<file path="config.mk">
export PLATFORM = sky130hd
export DESIGN_NAME = sprite_pixel_gen
export DESIGN_NICKNAME = d
export VERILOG_FILES = /design/src/rtl/sprite_pkg.sv /design/src/rtl/vsync_edge_sync.sv /design/src/rtl/sprite_pixel_gen.sv
export SDC_FILE = /design/constraint.sdc
export NUM_CORES = 1
export LEC_CHECK = 0
export CORE_MARGIN = 4
export CORE_UTILIZATION = 55
export CTS_BUF_LIST = sky130_fd_sc_hd__clkbuf_16
export CTS_CLUSTER_SIZE = 8
export DETAILED_ROUTE_END_ITERATION = 12
export PLACE_DENSITY_LB_ADDON = 0.15
export SLEW_MARGIN = 10
export SYNTH_ARGS = -nofsm -noshare
export SYNTH_HDL_FRONTEND = slang
export SYNTH_HIERARCHICAL = 1
export SYNTH_SLANG_ARGS = --single-unit
</file>
<file path="constraint.sdc">
create_clock -name Clk -period 9.4 [get_ports Clk]
set_input_delay 1.88 -clock Clk [delete_from_list [all_inputs] [get_ports Clk]]
set_output_delay 1.88 -clock Clk [all_outputs]
set_load 0.02 [all_outputs]
</file>
<file path="src/rtl/sprite_pkg.sv">
// Shared sprite/frame-buffer constants and the renderer state type.
package sprite_pkg;

  localparam logic [4:0] TRANSPARENT_CODE = 5'h15;
  localparam int         SCREEN_W         = 640;
  localparam int         SCREEN_H         = 480;

  typedef enum logic {
    WAIT_FRAME = 1'b0,
    RUN        = 1'b1
  } sprite_state_t;

endpackage

</file>
<file path="src/rtl/vsync_edge_sync.sv">
// Brings the asynchronous frame_Clk into the Clk domain and emits a
// one-cycle pulse on each synchronised rising edge.
module vsync_edge_sync (
  input  logic Clk,
  input  logic i_async,
  output logic o_edge
);

  logic r_sync1;
  logic r_sync2;
  logic r_sync3;

  // Free-running on purpose: an edge that coincides with Reset is consumed
  // rather than replayed once Reset drops.
  always_ff @(posedge Clk) begin
    r_sync1 <= i_async;
    r_sync2 <= r_sync1;
    r_sync3 <= r_sync2;
  end

  assign o_edge = r_sync2 & ~r_sync3;

endmodule

</file>
<file path="src/rtl/sprite_pixel_gen.sv">
// Per-pixel sprite renderer: hit test and ROM addressing in stage 0,
// ROM fetch in stage 1, palette code to the frame buffer in stage 2.
module sprite_pixel_gen
  import sprite_pkg::*;
#(
  parameter int         SPR_W       = 24,
  parameter int         SPR_H       = 45,
  parameter int         N_FRAMES    = 4,
  parameter int         FRAME_DIV   = 8,
  parameter int         ADDR_W      = 13,
  parameter logic [4:0] TRANSPARENT = TRANSPARENT_CODE
) (
  input  logic              Clk,
  input  logic              Reset,
  input  logic              frame_Clk,
  input  logic              blank,
  input  logic [9:0]        DrawX,
  input  logic [9:0]        DrawY,
  input  logic [9:0]        SpriteX,
  input  logic [9:0]        SpriteY,
  input  logic              Facing,
  input  logic              Walking,
  output logic [ADDR_W-1:0] rom_addr,
  input  logic [4:0]        rom_data,
  output logic [4:0]        SpritePixel,
  output logic              SpriteValid
);

  localparam int FI_W = (N_FRAMES  > 1) ? $clog2(N_FRAMES)  : 1;
  localparam int DC_W = (FRAME_DIV > 1) ? $clog2(FRAME_DIV) : 1;

  sprite_state_t     r_state;
  logic [9:0]        r_sx;
  logic [9:0]        r_sy;
  logic              r_fc;
  logic [FI_W-1:0]   r_frame_idx;
  logic [DC_W-1:0]   r_div_cnt;
  logic [ADDR_W-1:0] r_rom_addr;
  logic              r_hit1;
  logic [4:0]        r_pixel;
  logic              r_valid;

  logic              w_vs_edge;
  logic              w_hit;
  logic [9:0]        w_col;
  logic [9:0]        w_col_m;
  logic [9:0]        w_row;
  logic [ADDR_W-1:0] w_addr;

  vsync_edge_sync u_vsync (
    .Clk     (Clk),
    .i_async (frame_Clk),
    .o_edge  (w_vs_edge)
  );

  // 11-bit bounds so a box overhanging the right/bottom edge clips instead of wrapping.
  assign w_hit = ({1'b0, DrawX} >= {1'b0, r_sx}) &&
                 ({1'b0, DrawX} <  ({1'b0, r_sx} + 11'(SPR_W))) &&
                 ({1'b0, DrawY} >= {1'b0, r_sy}) &&
                 ({1'b0, DrawY} <  ({1'b0, r_sy} + 11'(SPR_H)));

  assign w_col   = DrawX - r_sx;
  assign w_col_m = r_fc ? (10'(SPR_W - 1) - w_col) : w_col;
  assign w_row   = DrawY - r_sy;
  assign w_addr  = (ADDR_W'(r_frame_idx) * ADDR_W'(SPR_W * SPR_H))
                 + (ADDR_W'(w_row) * ADDR_W'(SPR_W))
                 + ADDR_W'(w_col_m);

  // Frame-rate state: FSM, per-frame latch of position/facing, walk animation.
  always_ff @(posedge Clk) begin
    if (Reset) begin
      r_state     <= WAIT_FRAME;
      r_sx        <= 10'd0;
      r_sy        <= 10'd0;
      r_fc        <= 1'b0;
      r_frame_idx <= '0;
      r_div_cnt   <= '0;
    end else if (w_vs_edge) begin
      r_state <= RUN;
      r_sx    <= SpriteX;
      r_sy    <= SpriteY;
      r_fc    <= Facing;
      if (!Walking) begin
        r_div_cnt   <= '0;
        r_frame_idx <= '0;
      end else if (r_div_cnt == DC_W'(FRAME_DIV - 1)) begin
        r_div_cnt   <= '0;
        r_frame_idx <= (r_frame_idx == FI_W'(N_FRAMES - 1)) ? '0 : r_frame_idx + FI_W'(1);
      end else begin
        r_div_cnt <= r_div_cnt + DC_W'(1);
      end
    end
  end

  // Pixel pipeline; rom_addr holds outside the box to avoid needless ROM toggling.
  always_ff @(posedge Clk) begin
    if (Reset) begin
      r_rom_addr <= '0;
      r_hit1     <= 1'b0;
      r_pixel    <= TRANSPARENT;
      r_valid    <= 1'b0;
    end else begin
      if (w_hit) begin
        r_rom_addr <= w_addr;
      end
      r_hit1  <= w_hit & blank & (r_state == RUN);
      r_pixel <= r_hit1 ? rom_data : TRANSPARENT;
      r_valid <= r_hit1 && (rom_data != TRANSPARENT);
    end
  end

  assign rom_addr    = r_rom_addr;
  assign SpritePixel = r_pixel;
  assign SpriteValid = r_valid;

endmodule

</file>
==> results of run 1 <==
## cell families (layout without fill, tap and decap cells)
| family | count (synthesis) | in the layout |
|---|---|---|
| muxes | 32 | 32 |
| buffers and inverters | 55 | 124 |
| and+or+nand+nor | 123 | 123 |
| DFF | 50 | 50 |
| adders and majority gates | 73 | 73 |
| xor gates and xnor gates | 46 | 46 |
| AOI/OAI and AO/OA | 100 | 100 |
## flip-flops by register name, indices dropped and copies added, names as in the netlist
| register | cells |
|---|---|
| r_state | 1 |
| r_sx | 10 |
| r_fc | 1 |
| r_sy | 10 |
| SpriteValid | 1 |
| r_frame_idx | 2 |
| u_vsync/r_sync2 | 1 |
| r_hit1 | 1 |
| SpritePixel | 5 |
| u_vsync/r_sync3 | 1 |
| r_div_cnt | 3 |
| u_vsync/r_sync1 | 1 |
| rom_addr | 13 |
## placed cells by master (no fill, tap or decap), types with 15 or more instances in the layout
| cell type | instances |
|---|---|
| nand2_1 | 15 |
| mux2i_1 | 32 |
| a21oi_1 | 29 |
| o21ai_0 | 19 |
| inv_1 | 45 |
| ha_1 | 64 |
| nor2_1 | 55 |
| clkdlybuf4s50_1 | 69 |
| dfxtp_1 | 50 |
| xnor2_1 | 31 |
## final cells by class
class,instances,area [sq um]
clock inverter,3,43.8
multi-input combinational,374,3020
timing repair buffer,71,706
inverter,45,169
fill,613,2180
clock buffer,5,125
tap,99,124
sequential,50,1000
## cell usage after synthesis, drive strengths merged (2+ instances only)
cell     instances  area share [%]
o21a            11             1.9
or2              2            0.30
a21o             7             1.2
o21bai           3            0.53
nor2b            8             1.4
nand2b          11             1.6
nand4            4            0.59
a21oi           31             3.8
ha              64              19
nor3            11             1.3
dfxtp           50              24
nor2            55             4.9
o22ai            3            0.44
o21ai           23             2.8
nand3            7            0.83
nand2           15             1.3
xor2            12             2.7
buf              3            0.44
inv             45             4.0
o2111ai          2            0.41
o41ai            2            0.41
a211oi           6             1.5
fa               9             4.3
o31ai            3            0.53
mux2i           32             7.6
o31a             3            0.65
nor4             2            0.65
clkbuf           7            0.62
and2             4            0.59
or3              2            0.30
a31oi            2            0.30
xnor3            2             1.1
xnor2           32             6.8
## routing by layer
metal | share of wire, % | wire length, um | vias to the layer above
met5 | 0 | 0 | -
met4 | 1.1 | 99 | 0
met3 | 3.0 | 284 | 9
met2 | 49 | 4590 | 49
met1 | 47 | 4340 | 1590
li1 | - | - | 1792
## power groups by stage
stage                     registers, W  clock network [W]  logic (W)
after floorplan               0.000241                  0   0.000366
after global placement        0.000236                  0   0.000467
after detailed placement      0.000237                  0   0.000488
after CTS                     0.000232           0.000217   0.000494
after global routing          0.000233           0.000226   0.000550
final                         0.000232           0.000212   0.000493
## worst min-delay path by stage
stage | from | endpoint | depth (start not counted)
floorplan | u_vsync/r_sync1$_DFF_P_ | u_vsync/r_sync2$_DFF_P_ | 0
global placement | u_vsync/r_sync1$_DFF_P_ | u_vsync/r_sync2$_DFF_P_ | 0
detailed placement | u_vsync/r_sync1$_DFF_P_ | u_vsync/r_sync2$_DFF_P_ | 0
CTS | u_vsync/r_sync1$_DFF_P_ | u_vsync/r_sync2$_DFF_P_ | 0
global route | u_vsync/r_sync1$_DFF_P_ | u_vsync/r_sync2$_DFF_P_ | 0
finish | u_vsync/r_sync1$_DFF_P_ | u_vsync/r_sync2$_DFF_P_ | 0
## critical path: stages
cell             delay [ns]
clkdlybuf4s50_1        0.40
inv_1                  0.08
ha_1                   0.16
inv_1                  0.05
fa_1                   0.42
a211o_1                0.34
a21oi_2                0.34
ha_1                   0.33
a21oi_1                0.14
inv_1                  0.09
and2_0                 0.15
o21ai_0                0.37
nand2_1                0.14
xor2_1                 0.18
ha_1                   0.30
ha_1                   0.36
nor3_1                 0.24
nor2_1                 0.08
o41ai_1                0.11
xnor3_2                0.44
xnor2_1                0.14
a211oi_2               0.21
## stage by stage
| stage | instance area [sq um] | power, W | worst slack (ns) |
|---|---|---|---|
| 5_1_grt | 5190 | 0.00101 | 2.41 |
| 4_1_cts | 5190 | 0.000943 | 2.71 |
| 2_1_floorplan | 4240 | 0.000607 | 3.37 |
| 6_report | 5190 | 0.000936 | 2.67 |
| 3_3_place_gp | 5020 | 0.000703 | 2.69 |
| 3_5_place_dp | 5020 | 0.000725 | 2.43 |
==> results.toml, run 1 <==
[critical_path]
rr_startpoint = "r_sy[0]$_SDFFE_PP0P_"
crit_type = "in -> reg"
required_ns = 9.62
reg2reg_slack_ns = 4.30
crit_arrival_ns = 6.95
startpoint_type = "primary input"
critPathLaunch = "DrawY[0]"
endpoint_kind = "flip-flop"
crit_fanout = 8
endpoint = "rom_addr[12]$_SDFFE_PP0P_"
r2r-end = "rom_addr[12]$_SDFFE_PP0P_"
rr_worst_depth = 20

[cts]
clk_path_buf_depth = 2
post_cts_buffers = 0
cts_tree = "yes"
cts_made_buffers = 5
clkSlewWorstSetupHoldPaths_ns = 0.07
postCtsHoldBufs = 0
clk_latency_ns = 0.29
cts_resized = 0
cts_sinks = 50
cts_root_buf = "clkbuf_16"
htreeDepth = 2

[floorplanning]
dieHeight_um = 95.8
fp.coreArea_sq_um = 7370
dieArea_sq_um = 9170
start_util_pct = 57.5
ioPinCount = 70
num_rows = 31
fp.dieW_um = 95.8

[sta]
finalCritPeriodShare_pct = 71.6
drv_slew = 0
setup_violations = 0
setup_total_negative_slack_ns = 0
post-route-min-period_ns = 6.73
relSlewSlack_pct = 31.0
timing.hold.ws_ns = 0.334
rsz0062_at_grt = "no"
worst_slew_pin_slew_ns = 1.03
timing.fmax_ghz = 0.149
finalHoldViolations = 0
worst_clock_skew_ns = 0.00775

[yosys]
synth-simple-area-share_pct = 14.2
synth_edf_count = 0
syn_avg_cell_area_sq_um = 8.84
synthAdderAreaFrac_pct = 23.2
synthCells = 479
synth_xor_area_share_pct = 10.5
synth_top_family_by_area = "adder cells"
ys.flop_type = "dfxtp_1"
syn_nets = 603
yosysSeqAreaShare_pct = 23.6
synth-seq-cells = 50
yosysUniqueCellTypes = 51
synthArstFlopShare_pct = 0
yosys_warnings = 6
synth_compound_area_share_pct = 15.9
synthesis.area_sq_um = 4240
synth_mux_area_share_pct = 7.56

[detailed_routing]
wire_per_inst_um = 14.4
drt_iter0_drc = 107
wirelength_um = 9310
first_pass_iters = 4
via_per_inst = 5.32
num_vias = 3440
post-route-drc-count = 0
ant_nets = 0

[power]
internal-power_w = 0.000583
seqPwrFrac_pct = 24.8
comb_power_share_pct = 52.6
swShare_pct = 37.7
p_sw_w = 0.000353
powerDensity_nw_per_um2 = 180
pwr-share-clk_pct = 22.6
irDropWorstVdd_mv = 0.161
power_leakage_nw = 2.12

[final_layout]
post-route-util_pct = 70.4
drive_above_1_share_pct = 4.74
antenna_cells = 0
final_cells = 647
fin_nets = 671
area_growth_pct = 22.5

[grt]
track_usage_pct = 21.1
antenna_found_initial = 0
overflow = 0
grt_max_degree = 43
grt_use_met3_pct = 2.42
busiest_layer = "met2"
grt_pass1_wl_um = 15300
grt_util_met1_pct = 26.9
grt_pass1_vias = 3442
use_met2_pct = 37.9

[hold_path]
hold_class = "reg -> reg"

[placement]
dp_hpwl_um = 7400
port_buffers = 69
dp_cells = 639
gp_congestion = 0.852

[run]
max-cap-violations = 0

[status]
outcome = "complete, no violations"
(Power assumes the default switching activity.)
==> inputs of run 2 (changes only) <==
clock period = 6.2 ns   (was 9.4 ns; I/O delays follow)
==> results.toml, run 2 (synthesis results as in run 1) <==
[detailed_routing]
first_pass_iters = 4
drt_iter0_drc = 75
wl_met2_um = 4930
highest-signal-layer = "met4"
met3_length_um = 276
wirelength_um = 9490
wire_per_inst_um = 14.6
wl_met1_um = 4170
via_per_inst = 5.41
num_vias = 3518
post-route-drc-count = 0
ant_nets = 0

[floorplanning]
dieHeight_um = 95.8
num_rows = 31
fp.dieW_um = 95.8
fp.coreArea_sq_um = 7370
start_util_pct = 57.5
ioPinCount = 70
dieArea_sq_um = 9170

[critical_path]
crit_arrival_ns = 6.03
crit_fanout = 4
required_ns = 6.41
critPathLaunch = "DrawY[0]"
rr_startpoint = "r_sy[0]$_SDFFE_PP0P_"
startpoint_type = "primary input"
endpoint_kind = "flip-flop"
crit_type = "in -> reg"

[cts]
cts_sinks = 50
htreeDepth = 2
cts_root_buf = "clkbuf_16"
cts_tree = "yes"
cts_made_buffers = 5
post_cts_buffers = 0
postCtsHoldBufs = 0
clk_path_buf_depth = 2
cts_resized = 0
clk_latency_ns = 0.29
clkSlewWorstSetupHoldPaths_ns = 0.07

[power]
powerDensity_nw_per_um2 = 272
irDropWorstVdd_mv = 0.293
power_leakage_nw = 2.15
p_total_w = 0.00142

[run]
max-cap-violations = 0

[sta]
relSlewSlack_pct = 30.9
fin_ws_ns = 0.381
post-route-min-period_ns = 5.82
timing.fmax_ghz = 0.172
setup_violations = 0
worst_clock_skew_ns = 0.00404
finalHoldViolations = 0
drv_slew = 0
worst_slew_pin_slew_ns = 1.03
rsz0062_at_grt = "no"
setup_total_negative_slack_ns = 0
finalCritPeriodShare_pct = 93.9

[status]
outcome = "complete, no violations"

[placement]
gp_congestion = 0.798
dp_hpwl_um = 7550
pre_cts_slack_ns = 0.0105
port_buffers = 69

[grt]
track_usage_pct = 21.1
overflow = 0
grt_pass1_wl_um = 15500
grt_max_degree = 43
antenna_found_initial = 0
grt_pass1_vias = 3602

[final_layout]
layout_commonest_cell = "clkdlybuf4s50_1"
area_growth_pct = 23.7
drive_above_1_share_pct = 5.81
layout_common_cells = "clkdlybuf4s50_1, ha_1, nor2_1"
antenna_cells = 0
largest_register_ffs = 13
post-route-util_pct = 71.1
fin_nets = 674

[hold_path]
min_from = "u_vsync/r_sync1$_DFF_P_"
hold_class = "reg -> reg"
## run 2: worst max-delay path, stage by stage
cell and delay [ns]:
clkdlybuf4s50_1 0.45, inv_1 0.05, ha_1 0.20, inv_1 0.07, fa_1 0.48, ha_1 0.26
fa_1 0.41, a21o_1 0.17, a21oi_1 0.15, inv_1 0.09, and2_0 0.15, o21ai_0 0.28
nand2_1 0.11, xor2_1 0.17, ha_1 0.28, ha_1 0.35, nor3_1 0.21, nor2_1 0.09
o41ai_2 0.06, xnor3_2 0.40, xnor2_1 0.15, a211oi_2 0.20
## run 2: final timing paths
| check | depth (start not counted) | slack, ns | endpoint |
|---|---|---|---|
| setup / recovery | 22 | 0.38 | rom_addr[12]$_SDFFE_PP0P_ |
| hold / removal | 0 | 0.33 | u_vsync/r_sync2$_DFF_P_ |
| setup reg to reg | 21 | 1.39 | rom_addr[12]$_SDFFE_PP0P_ |
| hold reg to reg | 0 | 0.33 | u_vsync/r_sync2$_DFF_P_ |
## run 2: power breakdown
part | switching (W) | total [W] | internal, W
registers | 0.0000132 | 0.000352 | 0.000338
logic | 0.000394 | 0.000758 | 0.000364
clock network | 0.000124 | 0.000315 | 0.000191
total | 0.000531 | 0.00142 | 0.000894
## run 2: cell type report
type | instances | area [sq um]
Multi-Input combinational cell | 374 | 3050
Fill cell | 603 | 2130
Sequential cell | 50 | 1000
Timing Repair Buffer | 74 | 728
Inverter | 45 | 169
Clock buffer | 5 | 125
Tap cell | 99 | 124
Clock inverter | 3 | 43.8
## run 2: stage by stage
step | hold slack [ns] | cells | cell area (sq um)
final | 0.330 | 650 | 5240
after global routing | 0.350 | 650 | 5240
after CTS | 0.333 | 650 | 5210
after detailed placement | 0.317 | 642 | 5040
after global placement | 0.318 | 642 | 5040
after floorplan | 0.310 | 479 | 4240
## run 2: layer usage
layer / GRT usage, % / vias to the layer above
li1: - / 1797
met1: 25.9 / 1667
met2: 38.6 / 45
met3: 2.42 / 9
met4: 5.92 / 0
met5: 0 / -
